`config.mk`:
```
export PLATFORM = sky130hd
export DESIGN_NAME = view_state_ctrl_flat
export DESIGN_NICKNAME = d
export VERILOG_FILES = /design/src/rtl/nano_viewer_pkg.sv /design/src/rtl/view_state_ctrl_if.sv /design/src/rtl/frame_timer.sv /design/src/rtl/view_state_ctrl.sv /design/src/flat_wrapper.sv
export SDC_FILE = /design/constraint.sdc
export NUM_CORES = 1
export LEC_CHECK = 0
export CORE_MARGIN = 8
export CORE_UTILIZATION = 54
export CTS_CLUSTER_DIAMETER = 200
export CTS_CLUSTER_SIZE = 25
export DETAILED_ROUTE_END_ITERATION = 8
export GPL_TIMING_DRIVEN = 0
export PLACE_DENSITY = 0.84
export SYNTH_ARGS = -nofsm -noshare
export SYNTH_HDL_FRONTEND = slang
export SYNTH_SLANG_ARGS = --single-unit
```
`constraint.sdc`:
```
create_clock -name vga_clk -period 5.37 [get_ports vga_clk]
set_input_delay 1.074 -clock vga_clk [delete_from_list [all_inputs] [get_ports vga_clk]]
set_output_delay 1.074 -clock vga_clk [all_outputs]
set_load 0.03 [all_outputs]
```
`src/rtl/nano_viewer_pkg.sv`:
```
// Shared definitions for the nano viewer display path: screen encodings used by
// view_state_ctrl and vga_display, plus the DHT11 word layout.
package nano_viewer_pkg;

  typedef enum logic [2:0] {
    READY = 3'd0,
    WAIT1 = 3'd1,
    WAIT2 = 3'd2,
    PRECV = 3'd3,
    GAWE1 = 3'd4,
    GAWE2 = 3'd5,
    GAMED = 3'd6,
    SHOWP = 3'd7
  } view_state_e;

  // Sticky event set; field order is also the arbitration priority (MSB wins).
  typedef struct packed {
    logic back;
    logic over;
    logic pic;
    logic next;
    logic game;
  } view_evt_t;

  // DHT11 word: {hum_int, hum_dec, tem_int, tem_dec}
  localparam int HUM_INT_LSB = 24;
  localparam int HUM_DEC_LSB = 16;
  localparam int TEM_INT_LSB = 8;
  localparam int TEM_DEC_LSB = 0;
  localparam logic [7:0] DHT_LIMIT = 8'd99;

  function automatic logic dht_in_range(input logic [7:0] hum, input logic [7:0] tem);
    return (hum <= DHT_LIMIT) && (tem <= DHT_LIMIT);
  endfunction

endpackage

```
`src/rtl/view_state_ctrl_if.sv`:
```
// Event/status bundle between the event sources and the view sequencer;
// master = event side (keys, sensor, receiver, game), slave = sequencer.
interface view_state_ctrl_if;
  logic        frame_sync;
  logic        key_next;
  logic        key_game;
  logic        key_back;
  logic        picture_ready;
  logic        game_over;
  logic        dht11_valid;
  logic [31:0] dht11_in;
  logic [2:0]  state;
  logic [31:0] dht11_data;
  logic        state_changed;
  logic        err_timeout;

  modport master (
    output frame_sync, key_next, key_game, key_back, picture_ready, game_over,
           dht11_valid, dht11_in,
    input  state, dht11_data, state_changed, err_timeout
  );

  modport slave (
    input  frame_sync, key_next, key_game, key_back, picture_ready, game_over,
           dht11_valid, dht11_in,
    output state, dht11_data, state_changed, err_timeout
  );
endinterface

```
`src/rtl/frame_timer.sv`:
```
// Frame counter for the timed screens: clears on state entry, advances once per
// frame_sync, and flags when it sits on the currently selected terminal value.
module frame_timer #(
  parameter int CNT_W = 10
) (
  input  logic             clk,
  input  logic             rst_n,
  input  logic             i_clr,
  input  logic             i_en,
  input  logic [CNT_W-1:0] i_term,
  output logic             o_hit
);

  logic [CNT_W-1:0] r_cnt;

  always_ff @(posedge clk or negedge rst_n) begin
    if (!rst_n)      r_cnt <= '0;
    else if (i_clr)  r_cnt <= '0;
    else if (i_en)   r_cnt <= r_cnt + CNT_W'(1);
  end

  assign o_hit = (r_cnt == i_term);

endmodule

```
`src/rtl/view_state_ctrl.sv`:
```
// Frame-synchronous display sequencer: latches events between frames, commits the
// screen state and the double-buffered DHT11 word only on frame_sync.
module view_state_ctrl
  import nano_viewer_pkg::*;
#(
  parameter int WAIT_FRAMES    = 60,
  parameter int TIMEOUT_FRAMES = 600,
  parameter int CNT_W          = 10
) (
  input  logic               vga_clk,
  input  logic               sys_rst_n,
  view_state_ctrl_if.slave   bus
);

  localparam logic [CNT_W-1:0] WAIT_TERM    = CNT_W'(WAIT_FRAMES - 1);
  localparam logic [CNT_W-1:0] TIMEOUT_TERM = CNT_W'(TIMEOUT_FRAMES - 1);

  view_state_e      r_state;
  view_evt_t        r_pend;
  logic [31:0]      r_shadow;
  logic [31:0]      r_dht;
  logic             r_state_changed;
  logic             r_err;

  view_evt_t        w_pulse;
  view_evt_t        w_evt;
  view_state_e      w_next;
  logic             w_set_err;
  logic             w_clr_err;
  logic             w_timed;
  logic             w_hit;
  logic [CNT_W-1:0] w_term;
  logic             w_dht_ok;

  assign w_pulse = {bus.key_back, bus.game_over, bus.picture_ready, bus.key_next, bus.key_game};
  // A pulse landing on the frame_sync cycle still counts for this frame.
  assign w_evt   = r_pend | w_pulse;

  assign w_timed = (r_state == WAIT1) || (r_state == WAIT2) ||
                   (r_state == GAWE1) || (r_state == GAWE2);
  assign w_term  = (r_state == WAIT2) ? TIMEOUT_TERM : WAIT_TERM;

  frame_timer #(.CNT_W(CNT_W)) u_timer (
    .clk    (vga_clk),
    .rst_n  (sys_rst_n),
    .i_clr  (bus.frame_sync && (w_next != r_state)),
    .i_en   (bus.frame_sync && w_timed),
    .i_term (w_term),
    .o_hit  (w_hit)
  );

  always_comb begin
    w_next    = r_state;
    w_set_err = 1'b0;
    w_clr_err = 1'b0;
    if (bus.frame_sync) begin
      if (r_state != READY && w_evt.back) begin
        w_next = READY;
      end else begin
        case (r_state)
          READY: begin
            if (w_evt.next) begin
              w_next    = WAIT1;
              w_clr_err = 1'b1;
            end else if (w_evt.game) begin
              w_next = GAWE1;
            end
          end
          WAIT1: if (w_hit) w_next = WAIT2;
          WAIT2: begin
            if (w_evt.pic) begin
              w_next = PRECV;
            end else if (w_hit) begin
              w_next    = READY;
              w_set_err = 1'b1;
            end
          end
          PRECV: if (w_evt.next) w_next = SHOWP;
          GAWE1: if (w_hit) w_next = GAWE2;
          GAWE2: if (w_hit) w_next = GAMED;
          GAMED: if (w_evt.over) w_next = READY;
          default: ;
        endcase
      end
    end
  end

  assign w_dht_ok = dht_in_range(bus.dht11_in[HUM_INT_LSB +: 8], bus.dht11_in[TEM_INT_LSB +: 8]);

  always_ff @(posedge vga_clk or negedge sys_rst_n) begin
    if (!sys_rst_n) begin
      r_state         <= READY;
      r_pend          <= '0;
      r_shadow        <= '0;
      r_dht           <= '0;
      r_state_changed <= 1'b0;
      r_err           <= 1'b0;
    end else begin
      r_state_changed <= 1'b0;
      if (bus.frame_sync) begin
        r_pend          <= '0;
        r_dht           <= r_shadow;
        r_state         <= w_next;
        r_state_changed <= (w_next != r_state);
      end else begin
        r_pend <= r_pend | w_pulse;
      end
      if (w_clr_err)      r_err <= 1'b0;
      else if (w_set_err) r_err <= 1'b1;
      // Shadow load wins over nothing: on a frame_sync the old value already went out.
      if (bus.dht11_valid && w_dht_ok) r_shadow <= bus.dht11_in;
    end
  end

  assign bus.state         = r_state;
  assign bus.dht11_data    = r_dht;
  assign bus.state_changed = r_state_changed;
  assign bus.err_timeout   = r_err;

endmodule

```
`src/flat_wrapper.sv`:
```
// flat-port wrapper written by rule: the top's interface ports become plain ports
module view_state_ctrl_flat import nano_viewer_pkg::*;
#(
  parameter int WAIT_FRAMES    = 60,
  parameter int TIMEOUT_FRAMES = 600,
  parameter int CNT_W          = 10
)
  (vga_clk, sys_rst_n, bus_frame_sync, bus_key_next, bus_key_game, bus_key_back, bus_picture_ready, bus_game_over, bus_dht11_valid, bus_dht11_in, bus_state, bus_dht11_data, bus_state_changed, bus_err_timeout);
  view_state_ctrl_if bus_i ();
  input  logic vga_clk;
  input  logic sys_rst_n;
  input wire logic [$bits(bus_i.frame_sync)-1:0] bus_frame_sync;
  input wire logic [$bits(bus_i.key_next)-1:0] bus_key_next;
  input wire logic [$bits(bus_i.key_game)-1:0] bus_key_game;
  input wire logic [$bits(bus_i.key_back)-1:0] bus_key_back;
  input wire logic [$bits(bus_i.picture_ready)-1:0] bus_picture_ready;
  input wire logic [$bits(bus_i.game_over)-1:0] bus_game_over;
  input wire logic [$bits(bus_i.dht11_valid)-1:0] bus_dht11_valid;
  input wire logic [$bits(bus_i.dht11_in)-1:0] bus_dht11_in;
  output wire logic [$bits(bus_i.state)-1:0] bus_state;
  output wire logic [$bits(bus_i.dht11_data)-1:0] bus_dht11_data;
  output wire logic [$bits(bus_i.state_changed)-1:0] bus_state_changed;
  output wire logic [$bits(bus_i.err_timeout)-1:0] bus_err_timeout;
  assign bus_i.frame_sync = bus_frame_sync;
  assign bus_i.key_next = bus_key_next;
  assign bus_i.key_game = bus_key_game;
  assign bus_i.key_back = bus_key_back;
  assign bus_i.picture_ready = bus_picture_ready;
  assign bus_i.game_over = bus_game_over;
  assign bus_i.dht11_valid = bus_dht11_valid;
  assign bus_i.dht11_in = bus_dht11_in;
  assign bus_state = bus_i.state;
  assign bus_dht11_data = bus_i.dht11_data;
  assign bus_state_changed = bus_i.state_changed;
  assign bus_err_timeout = bus_i.err_timeout;
  view_state_ctrl #(.WAIT_FRAMES(WAIT_FRAMES), .TIMEOUT_FRAMES(TIMEOUT_FRAMES), .CNT_W(CNT_W)) u_core (.vga_clk(vga_clk), .sys_rst_n(sys_rst_n), .bus(bus_i));
endmodule
```
### Yosys cells after proc, flatten, opt, wreduce, memory -nomap -nowiden

Index checks and enable logic that the tools add are counted.

* flip-flop bits (word level): 84
* output and inout bits: 37
* memory bits (read-only): 0
* input bits: 41
* memories: 0
* bits in latches: 0
* RAM bits: 0

* shifts and indexed selects: 0
* $add $sub $neg: 1
* reductions and logical operators: 12
* multipliers: 0
* bitwise gates (word level): 1
* order comparisons: 2
* equality and inequality tests: 8
* mux-type cells: 28
* div/mod/pow operators: 0

Operators with widths (number)
* $mux 3: 11
* $mux 10: 3
* $pmux 3 s7: 1
* $le 8x7->1 const B: 2
* $mux 1: 12
* $add 10x1->10 const B: 1
* $eq 10x10->1: 1
* $eq 3x3->1 const B: 3
* $eq 3x2->1 const B: 2
* $logic_and 1x1->1: 5
* $mux 5: 1
* $or 5x5->5: 1
* $reduce_bool 2->1: 2
* $eq 3x1->1 const B: 1
* $logic_not 3->1: 1
* $logic_or 1x1->1: 3
* $ne 3x3->1: 1
* $reduce_bool 3->1: 1

### Longest topological paths before layout

Gate-level depths: netlist of the first run.

* depth in word-level cells: 11
* mapped depth: 7
* gate-level depth less buffers: 6

### Hierarchy

From an unflattened synthesis of the first run, not the netlist that was laid out.

* cells, all modules: 269
* area, all modules: 3684.8 sq um

By module, submodules not included
* view_state_ctrl: cells each 208, seq. area each 1851.8 sq um, area an instance 3090.5 sq um, instances 1
* frame_timer: cells each 61, seq. area each 250.2 sq um, area an instance 594.3 sq um, instances 1

### Least setup slack after synthesis of the first run

Ideal clock, no wire load.

* kind: input to register
* start: input port bus_dht11_in[27]
* end: register u_core.r_shadow[3]
* stages on the path: 4
* slack: 3108 ps
* path buffers: 1
* arrival time: 2134 ps
* cell sequence: o311ai_1 > nand4_1 > buf_2 > mux2_1

* word-level cells in the longest chain between the ends: 3

RTL lines
* from (decl): RTL line flat_wrapper.sv:19 `input wire logic [$bits(bus_i.dht11_in)-1:0] bus_dht11_in;`
* $le 8x7->1: RTL line nano_viewer_pkg.sv:33 `return (hum <= DHT_LIMIT) && (tem <= DHT_LIMIT);`
* $logic_and 1x1->1: RTL line nano_viewer_pkg.sv:33
* $logic_and 1x1->1: RTL line view_state_ctrl.sv:111 `if (bus.dht11_valid && w_dht_ok) r_shadow <= bus.dht11_in;`
* to (signal assigned): RTL line view_state_ctrl.sv:111
* to (decl): RTL line view_state_ctrl.sv:20 `logic [31:0] r_shadow;`

Every way passes these cells.
A chain may end at the register's enable or synchronous reset.

### Final worst setup path of the first run

* start: register u_core.r_state[2] (netlist: u_core.bus.state[2])
* end: output port bus_state[2]

RTL lines
* from (decl): RTL line view_state_ctrl.sv:18 `view_state_e r_state;`
* from (signal assigned): RTL line view_state_ctrl.sv:103 `r_state <= w_next;`
* to (decl): RTL line flat_wrapper.sv:20 `output wire logic [$bits(bus_i.state)-1:0] bus_state;`

No word-level cell between the ends.

==> results_dict.tcl, run 1 <==
set metrics [dict create \
    synth_edf_count 0 \
    detail-route-antenna-nets 0 \
    drv_slew 0 \
    hp-class "reg2reg" \
    leakage_nw 2.02 \
    netlist_area_um2 3620 \
    cts_root_buffer "clkbuf_8" \
    comb_power_share 0.357 \
    period_needed_ns 2.64 \
    postSynthCellCount 275 \
    grt_pass1_wl_um 13200 \
    fin_area_um2 4720 \
    gr-total-overflow 0 \
    vdd_drop_max_uv 235 \
    cts_buffers 9 \
    fmax_mhz 378 \
    die_h_um 97.9 \
    seq_area_um2 2100 \
    first_iter_violations 64 \
    crit_path_top_delay_cell "clkdlybuf4s50_1" \
    final.period_utilization 0.492 \
    yosysSeqAreaShare 0.580 \
    synth_ff_type "dfrtp_1" \
    slowest_delay_ns 0.73 \
    p_int_mw 1.34 \
    worstSetupStartpointType "register" \
    cts-htree-levels 3 \
    area_delta_synth_final_pct 30.2 \
    dieWidth_um 97.9 \
    synth.distinct_cells 48 \
    grt_start_max_net_pins 72 \
    drtPass1Iterations 4 \
    gp_congestion 0.856 \
    hold_viol 0 \
    final_util 0.710 \
    slew_headroom 0.560 \
    syn_nets 317 \
    crit_type "reg2out" \
    swShare 0.347 \
    clock_path_buffers 2 \
    postCtsResizedCells 0 \
    ctsHoldBuffers 0 \
    yosys_warnings 0 \
    synth_area_leaders "dfrtp_1, mux2_2, nor3_2, nor2_1, xnor2_1" \
    finalSetupTns_ns 0 \
    critical_path.endpoint_type "output pin" \
    initial_utilization 0.546 \
    drt-wirelength-per-cell_um 17.1 \
    cap_viol_max_count 0 \
    worst_slew_pin_slew_ns 0.660 \
    clock-sinks 84 \
    setup_viol 0 \
    grt_antenna_before_repair 0 \
    ys_seq_elements 84 \
    rows 30 \
    io_pins 78 \
    clk_latency_ns 0.35 \
    drc_errors 0 \
    path_cells "clkdlybuf4s50_1" \
    cts_tree "built" \
    dp_hpwl_um 5580 \
    worst-path-buf-inv 1 \
    num-fill-cells 454 \
    wirelength_um 7700 \
    seqPwrFrac 0.422 \
    path_clk_slew_ns 0.09 \
    multi_input_area_um2 1420 \
    nets 406 \
    yosysTopAreaCell "dfrtp_1" \
    avgSynthCellArea_um2 13.2 \
    path_delay_family "buffers and inverters" \
    diodes 0 \
    fin_worst_skew_ns 0.00550 \
    rsz0062_at_grt "no" \
    arrival_ns 1.57 \
    drive_gt1_frac 0.263 \
    vias 2456 \
    grt_use_total 0.171 \
    placed_area_um2 4520 \
    portBuffers 77 \
    synth_top_cell_area_share 0.580 \
    clkPwrFrac 0.221 \
    power_density_nw_per_um2 434 \
    async_flop_share 1.00 \
    postCtsSetupBuffers 0 \
    critical_path.max_fanout 6 \
    core_area_um2 6640 \
    status "finished clean" \
    crit_required_ns 4.30 \
    die-area_um2 9590 \
    viasPerCell 5.47 \
    p_switching_uw 711 \
    grt_pass1_vias 2708 \
]
-- synth_stat cells (2+ instances only) --
library cell,count
o211a_1,2
o21a_1,2
and2_1,4
mux2_2,56
a31oi_1,2
buf_2,5
o21ai_1,2
o21ba_2,2
mux2_1,4
nor3_2,10
inv_1,7
a21oi_1,6
buf_1,4
nor3_1,5
nor2_1,20
and3_1,2
o22ai_1,2
o2111ai_1,3
dfrtp_1,84
buf_6,2
nand2_1,7
nand4_1,2
nor2b_1,2
o2bb2ai_1,2
xnor2_1,8
o311ai_1,2
nand3_1,7
-- logic make-up (layout without fill, tap and decap cells) --
family,after synthesis,after routing,synth area share
flip-flops,84,84,0.580
AND/OR/NAND/NOR,69,69,0.114
multiplexers,61,61,0.189
AO/OA/AOI/OAI,31,31,0.0639
buffers and inverters,20,114,0.0276
XOR/XNOR,9,9,0.0217
adder cells (fa/ha/maj),1,1,0.00345
-- power groups by stage --
| stage | Sequential (mW) | Clock [mW] | Combinational (mW) |
|---|---|---|---|
| finish | 0.864 | 0.451 | 0.731 |
| global route | 0.887 | 0.485 | 0.782 |
| CTS | 0.866 | 0.464 | 0.737 |
| detailed placement | 0.877 | 0 | 0.734 |
| global placement | 0.866 | 0 | 0.719 |
| floorplan | 1.01 | 0 | 0.304 |
-- worst reg2reg max path, stage by stage, from the launching register on --
cell and delay [ns]:
dfrtp_1 0.44, ha_1 0.23, and4bb_2 0.24, nand3_1 0.17, o221ai_1 0.15, o31a_1 0.33
buf_6 0.17, nor3_2 0.17
-- area by class of cell --
| type | instances | share of cell area |
|---|---|---|
| buffer | 13 | 0.0156 |
| timing repair buffer | 78 | 0.169 |
| sequential | 84 | 0.445 |
| clock buffer | 10 | 0.0270 |
| multi-input combinational | 171 | 0.301 |
| tap | 80 | 0.0212 |
| inverter | 7 | 0.00557 |
| clock inverter | 6 | 0.0151 |
-- cell usage in the layout (no fill, tap or decap), types with 2 or more instances in the layout --
cell type         n
nor2_1           20
buf_6             2
clkbuf_1          2
buf_1             4
o22ai_1           2
o311ai_1          2
xnor2_1           8
dfrtp_1          84
nand3_1           7
o2bb2ai_1         2
a21oi_1           6
mux2_1            4
o21ba_2           2
clkdlybuf4s50_1  76
nor2b_1           2
clkinvlp_4        2
inv_1             7
o2111ai_1         3
buf_2             5
mux2_2           56
a31oi_1           2
clkbuf_8          9
inv_6             2
and3_1            2
o21a_1            2
buf_4             2
nand4_1           2
o211a_1           2
nand2_1           7
nor3_2           10
nor3_1            5
o21ai_1           2
and2_1            4
-- final timing paths --
path	start	to	slack, ns	cells after the start
worst max-delay path	u_core.bus.state[2]$_DFFE_PN0P_	bus_state[2]	2.73	1
worst min register to register	u_core.r_shadow[31]$_DFFE_PN0P_	u_core.r_shadow[31]$_DFFE_PN0P_	0.48	1
worst max register to register	u_core.u_timer.r_cnt[0]$_DFFE_PN0P_	u_core.u_timer.r_cnt[0]$_DFFE_PN0P_	3.40	7
max in group asynchronous	sys_rst_n	u_core.bus.dht11_data[31]$_DFFE_PN0P_	4.20	2
worst min-delay path	u_core.r_shadow[31]$_DFFE_PN0P_	u_core.r_shadow[31]$_DFFE_PN0P_	0.48	1
min in group asynchronous	sys_rst_n	u_core.bus.state[2]$_DFFE_PN0P_	0.57	1
-- registers in the layout, indices dropped and copies added, names as in the netlist --
| signal | cells |
|---|---|
| u_core.bus.dht11_data | 32 |
| u_core.r_shadow | 32 |
| u_core.bus.err_timeout | 1 |
| u_core.bus.state_changed | 1 |
| u_core.u_timer.r_cnt | 10 |
| u_core.bus.state | 3 |
| u_core.r_pend | 5 |
-- stage by stage --
stage	instances	setup WS [ns]	hold slack, ns	power, mW
4_1_cts	449	2.70	0.491	2.07
3_5_place_dp	433	2.39	0.472	1.61
5_1_grt	449	2.67	0.509	2.15
3_3_place_gp	432	0.388	0.463	1.59
2_1_floorplan	275	3.11	0.443	1.32
6_report	449	2.73	0.485	2.05
-- metal layers --
| layer | GRT usage | vias up | wire length [µm] |
|---|---|---|---|
| met1 | 0.204 | 1224 | 3340 |
| met3 | 0.0761 | 8 | 662 |
| met2 | 0.266 | 69 | 3630 |
| li1 | - | 1155 | - |
| met4 | 0.0635 | 0 | 61 |
| met5 | 0 | - | 0 |
(Power assumes the default switching activity.)
==> inputs of run 2 (changes only) <==
--- a/config.mk
+++ b/config.mk
@@ -6,12 +6,12 @@
 export NUM_CORES = 1
 export LEC_CHECK = 0
 export CORE_MARGIN = 8
-export CORE_UTILIZATION = 54
+export CORE_UTILIZATION = 46
 export CTS_CLUSTER_DIAMETER = 200
 export CTS_CLUSTER_SIZE = 25
 export DETAILED_ROUTE_END_ITERATION = 8
 export GPL_TIMING_DRIVEN = 0
-export PLACE_DENSITY = 0.84
+export PLACE_DENSITY = 0.76
 export SYNTH_ARGS = -nofsm -noshare
 export SYNTH_HDL_FRONTEND = slang
 export SYNTH_SLANG_ARGS = --single-unit
==> constraint.sdc (replaced) <==
create_clock -name vga_clk -period 2.2 [get_ports vga_clk]
set_input_delay 0.44 -clock vga_clk [delete_from_list [all_inputs] [get_ports vga_clk]]
set_output_delay 0.44 -clock vga_clk [all_outputs]
set_load 0.03 [all_outputs]
==> run 2 against run 1 <==
- clock power grew 140%
- via count is essentially flat
- sequential power grew 140%
- setup slack lost 2.6 ns
- cell area grew 0.48%
- critical path type is now in2reg
- critical endpoint is now u_core.r_shadow[26]$_DFFE_PN0P_
- largest cell class unchanged
==> results_dict.tcl, run 2 (synthesized netlist as in run 1, its figures left out) <==
set metrics [dict create \
    status "finished clean" \
    die-area_um2 11000 \
    cts_tree "built" \
    worstSetupStartpointType "input pin" \
    arrival_ns 2.26 \
    cts-htree-levels 3 \
    final_common_cell "dfrtp_1" \
    drt-wirelength-per-cell_um 16.3 \
    path_delay_family "buffers and inverters" \
    clk_latency_ns 0.34 \
    grt_use_total 0.147 \
    dp_hpwl_um 5550 \
    worstReg2RegEnd "u_core.u_timer.r_cnt[4]$_DFFE_PN0P_" \
    p_int_mw 3.26 \
    rows 32 \
    drtPass1Iterations 4 \
    final_cell_mix "dfrtp_1, clkdlybuf4s50_1, mux2_2, nor2_1, nor3_2" \
    diodes 0 \
    ctsHoldBuffers 0 \
    portBuffers 77 \
    nets 406 \
    postCtsSetupBuffers 0 \
    cts_root_buffer "clkbuf_8" \
    cts_buffers 9 \
    rsz0062_at_grt "no" \
    worst_slew_pin_slew_ns 0.630 \
    gr-total-overflow 0 \
    dieWidth_um 105 \
    viasPerCell 5.22 \
    critical_path.max_fanout 10 \
    design_power_total_mw 4.95 \
    final.period_utilization 0.925 \
    hold_viol 0 \
    fin_area_um2 4740 \
    cp_num_cells 5 \
    crit_type "in2reg" \
    vias 2457 \
    drc_errors 0 \
    postCtsResizedCells 0 \
    worst-path-buf-inv 2 \
    worst_r2r_path_depth 7 \
    gp_congestion 0.885 \
    crit_path_top_delay_cell "clkdlybuf4s50_1" \
    grt_pass1_vias 2613 \
    drv_slew 0 \
    fmax_mhz 492 \
    clkPwrFrac 0.217 \
    path_clk_slew_ns 0.08 \
    clock_path_buffers 2 \
    area_delta_synth_final_pct 30.8 \
    crit_required_ns 2.43 \
    path_cells "clkdlybuf4s50_1, o311ai_1, nand4_1, clkbuf_1, mux2_2" \
    hp-class "in2async" \
    p_switching_mw 1.69 \
    io_pins 78 \
    setup_viol 0 \
    stdcell_count 471 \
    num-fill-cells 600 \
    period_needed_ns 2.03 \
    core_area_um2 7690 \
    initial_utilization 0.472 \
    detail-route-antenna-nets 0 \
    power_density_nw_per_um2 1040 \
    slew_headroom 0.580 \
    vdd_drop_max_uv 693 \
    wirelength_um 7670 \
    slowest_delay_ns 0.46 \
    die_h_um 105 \
    fin_worst_skew_ns 0.0111 \
    swShare 0.342 \
    grt_antenna_before_repair 0 \
    leakage_nw 2.02 \
    first_iter_violations 106 \
    clock-sinks 84 \
    cap_viol_max_count 0 \
    rr_startpoint "u_core.u_timer.r_cnt[0]$_DFFE_PN0P_" \
    placed_area_um2 4550 \
    grt_pass1_wl_um 13100 \
    dpl.cell_count 455 \
    comb_power_share 0.357 \
    drive_gt1_frac 0.260 \
    critical_path.endpoint_type "register" \
    r2r_slack_ns 0.27 \
    holdWs_ns 0.0403 \
    grt_start_max_net_pins 53 \
    seqPwrFrac 0.427 \
]
[run 2: layout make-up]
class                      instances  area, µm²  area share
clock buffer                      11        131      0.0277
clock inverter                     5       62.6      0.0132
tap                              102        128      0.0269
inverter                           7       26.3     0.00554
timing repair buffer              78        796       0.168
buffer                            13       73.8      0.0156
multi-input combinational        171       1420       0.300
sequential                        84       2100       0.443
[run 2: through the flow]
stage	utilization	worst slack [ns]	setup TNS, ns
2_1_floorplan	-	0.445	0
3_3_place_gp	0.588	-2.24	-193.14
3_5_place_dp	0.592	-0.246	-6.12
4_1_cts	0.617	0.141	0
5_1_grt	0.617	0.0238	0
6_report	0.617	0.166	0
[run 2: power groups by stage]
stage	clock network [mW]	logic [mW]	registers, mW
final	1.07	1.77	2.11
after global placement	0	1.74	2.13
after CTS	1.11	1.78	2.11
after detailed placement	0	1.78	2.14
after global routing	1.17	1.90	2.16
after floorplan	0	0.742	2.47
[run 2: worst max path at each step]
stage	from	endpoint	slack [ns]
2_1_floorplan	u_core.bus.state[1]$_DFFE_PN0P_	u_core.u_timer.r_cnt[0]$_DFFE_PN0P_	0.44
3_3_place_gp	sys_rst_n	u_core.r_shadow[19]$_DFFE_PN0P_	-2.24
3_5_place_dp	bus_dht11_in[27]	u_core.r_shadow[26]$_DFFE_PN0P_	-0.25
4_1_cts	bus_dht11_in[27]	u_core.r_shadow[26]$_DFFE_PN0P_	0.14
5_1_grt	bus_dht11_in[27]	u_core.r_shadow[29]$_DFFE_PN0P_	0.02
6_report	bus_dht11_in[27]	u_core.r_shadow[26]$_DFFE_PN0P_	0.17
[run 2: worst register-to-register path: cells and delay by family, from the launching register on]
family / cells / cell delay [ns]
AOI/OAI and AO/OA: 2 / 0.46
and+or+nand+nor: 3 / 0.56
buffers and inverters: 1 / 0.16
adders and majority gates: 1 / 0.24
DFF: 1 / 0.44
[run 2: per-layer routing]
layer | track usage | wire (µm) | vias up
met5 | 0 | 0 | -
met4 | 0.0520 | 97 | 0
met3 | 0.0670 | 696 | 8
met2 | 0.218 | 3470 | 76
met1 | 0.186 | 3400 | 1216
li1 | - | - | 1157
==> inputs of run 3 (changes only) <==
--- a/config.mk
+++ b/config.mk
@@ -12,6 +12,7 @@
 export DETAILED_ROUTE_END_ITERATION = 8
 export GPL_TIMING_DRIVEN = 0
 export PLACE_DENSITY = 0.76
+export SETUP_SLACK_MARGIN = 0.1
 export SYNTH_ARGS = -nofsm -noshare
 export SYNTH_HDL_FRONTEND = slang
 export SYNTH_SLANG_ARGS = --single-unit
==> run 3 against run 2 <==
- die area unchanged
- largest cell class unchanged
- critical path depth unchanged
- register-to-register slack hardly changed
- cell area barely moved
- combinational power about the same
- count of clock-buffer cells in the layout did not move
==> results_dict.tcl, run 3 (synthesized netlist as in run 1, its figures left out) <==
set metrics [dict create \
    nets 406 \
    final.period_utilization 0.904 \
    crit_required_ns 2.43 \
    clock-sinks 84 \
    fmax_mhz 503 \
    final_common_cell "dfrtp_1" \
    power_density_nw_per_um2 1040 \
    final_util 0.617 \
    seq_area_um2 2100 \
    crit_path_top_delay_cell "clkdlybuf4s50_1" \
    cp_num_cells 5 \
    grt_start_max_net_pins 53 \
    vias 2457 \
    leakage_nw 2.02 \
    worst-path-buf-inv 2 \
    die_h_um 105 \
    dp_worst_setup_slack_ns -0.246 \
    worst_r2r_path_depth 7 \
    diodes 0 \
    viasPerCell 5.22 \
    slew_headroom 0.580 \
    dp_hpwl_um 5550 \
    arrival_ns 2.22 \
    portBuffers 77 \
    cts_buffers 9 \
    cts_tree "built" \
    first_iter_violations 109 \
    drtPass1Iterations 4 \
    fin_worst_skew_ns 0.0111 \
    fin_area_um2 4740 \
    crit_type "in2reg" \
    fin_ws_ns 0.210 \
    detail-route-antenna-nets 0 \
    io_pins 78 \
    worstSetupStartpointType "input pin" \
    initial_utilization 0.472 \
    grt_use_total 0.147 \
    drt-wirelength-per-cell_um 16.2 \
    multi_input_area_um2 1420 \
    hp-class "in2async" \
    gr-total-overflow 0 \
    grt_pass1_vias 2613 \
    rsz0062_at_grt "no" \
    drc_errors 0 \
    critical_path.endpoint_type "register" \
    path_cells "clkdlybuf4s50_1, o311ai_1, nand4_1, buf_2, mux2_1" \
    gp_congestion 0.885 \
    grt_pass1_wl_um 13100 \
    die-area_um2 11000 \
    cap_viol_max_count 0 \
    core_area_um2 7690 \
    drive_gt1_frac 0.263 \
    wirelength_um 7650 \
    period_needed_ns 1.99 \
    placed_area_um2 4550 \
    hold_viol 0 \
    final_cell_mix "dfrtp_1, clkdlybuf4s50_1, mux2_2, nor2_1, nor3_2" \
    ctsHoldBuffers 0 \
    cts_root_buffer "clkbuf_8" \
    grt_antenna_before_repair 0 \
    clk_latency_ns 0.34 \
    status "finished clean" \
    drv_slew 0 \
    postCtsResizedCells 0 \
    rows 32 \
    finalSetupTns_ns 0 \
    num-fill-cells 602 \
    path_clk_slew_ns 0.08 \
    clock_path_buffers 2 \
    postCtsSetupBuffers 0 \
    path_delay_family "buffers and inverters" \
    worst_slew_pin_slew_ns 0.630 \
    slowest_delay_ns 0.46 \
    critical_path.max_fanout 10 \
    setup_viol 0 \
    cts-htree-levels 3 \
    vdd_drop_max_uv 691 \
    holdWs_ns 0.0408 \
    dieWidth_um 105 \
    area_delta_synth_final_pct 30.9 \
]
run 3: changes by cell type in the layout (fill, tap and decap cells not counted):
cell	before	now
clkbuf_2	0	1
clkbuf_1	3	2
run 3: worst reg2reg max path: stages (launching register included):
cell and delay [ns]:
dfrtp_1 0.44, ha_1 0.24, and4bb_2 0.25, nand3_1 0.16, o221ai_1 0.14, o31a_1 0.32
buf_6 0.16, nor3_2 0.15
run 3: final cells by class:
class,count,area share
sequential,84,0.443
multi-input combinational,171,0.300
timing repair buffer,78,0.168
clock buffer,11,0.0277
tap,102,0.0269
buffer,13,0.0158
clock inverter,5,0.0132
inverter,7,0.00554
run 3: where the power goes:
part           total (mW)  leakage [nW]  internal (mW)  switching [mW]
sequential           2.11          1.04           1.89           0.217
clock                1.07        0.0897          0.530           0.539
combinational        1.77         0.893          0.834           0.932
run 3: path summary, 6_finish.rpt:
path / from / slack, ns / endpoint
max in group asynchronous: sys_rst_n / 1.58 / u_core.bus.dht11_data[29]$_DFFE_PN0P_
worst max-delay path: bus_dht11_in[27] / 0.21 / u_core.r_shadow[24]$_DFFE_PN0P_
worst min-delay path: sys_rst_n / 0.04 / u_core.bus.dht11_data[9]$_DFFE_PN0P_
worst min register to register: u_core.r_shadow[31]$_DFFE_PN0P_ / 0.48 / u_core.r_shadow[31]$_DFFE_PN0P_
worst max register to register: u_core.u_timer.r_cnt[0]$_DFFE_PN0P_ / 0.27 / u_core.u_timer.r_cnt[4]$_DFFE_PN0P_
min in group vga_clk: u_core.r_shadow[31]$_DFFE_PN0P_ / 0.48 / u_core.r_shadow[31]$_DFFE_PN0P_
run 3: per-stage QoR:
| step | std cells | power (mW) |
|---|---|---|
| floorplan | 275 | 3.21 |
| global placement | 454 | 3.87 |
| detailed placement | 455 | 3.92 |
| CTS | 471 | 5.00 |
| global route | 471 | 5.23 |
| finish | 471 | 4.94 |
run 3: routing by layer:
layer	share of wire	up-vias	track usage	wire, µm
li1	-	1160	-	-
met1	0.44	1213	0.186	3390
met5	0	-	0	0
met3	0.091	8	0.0670	696
met4	0.013	0	0.0520	97
met2	0.45	76	0.218	3470
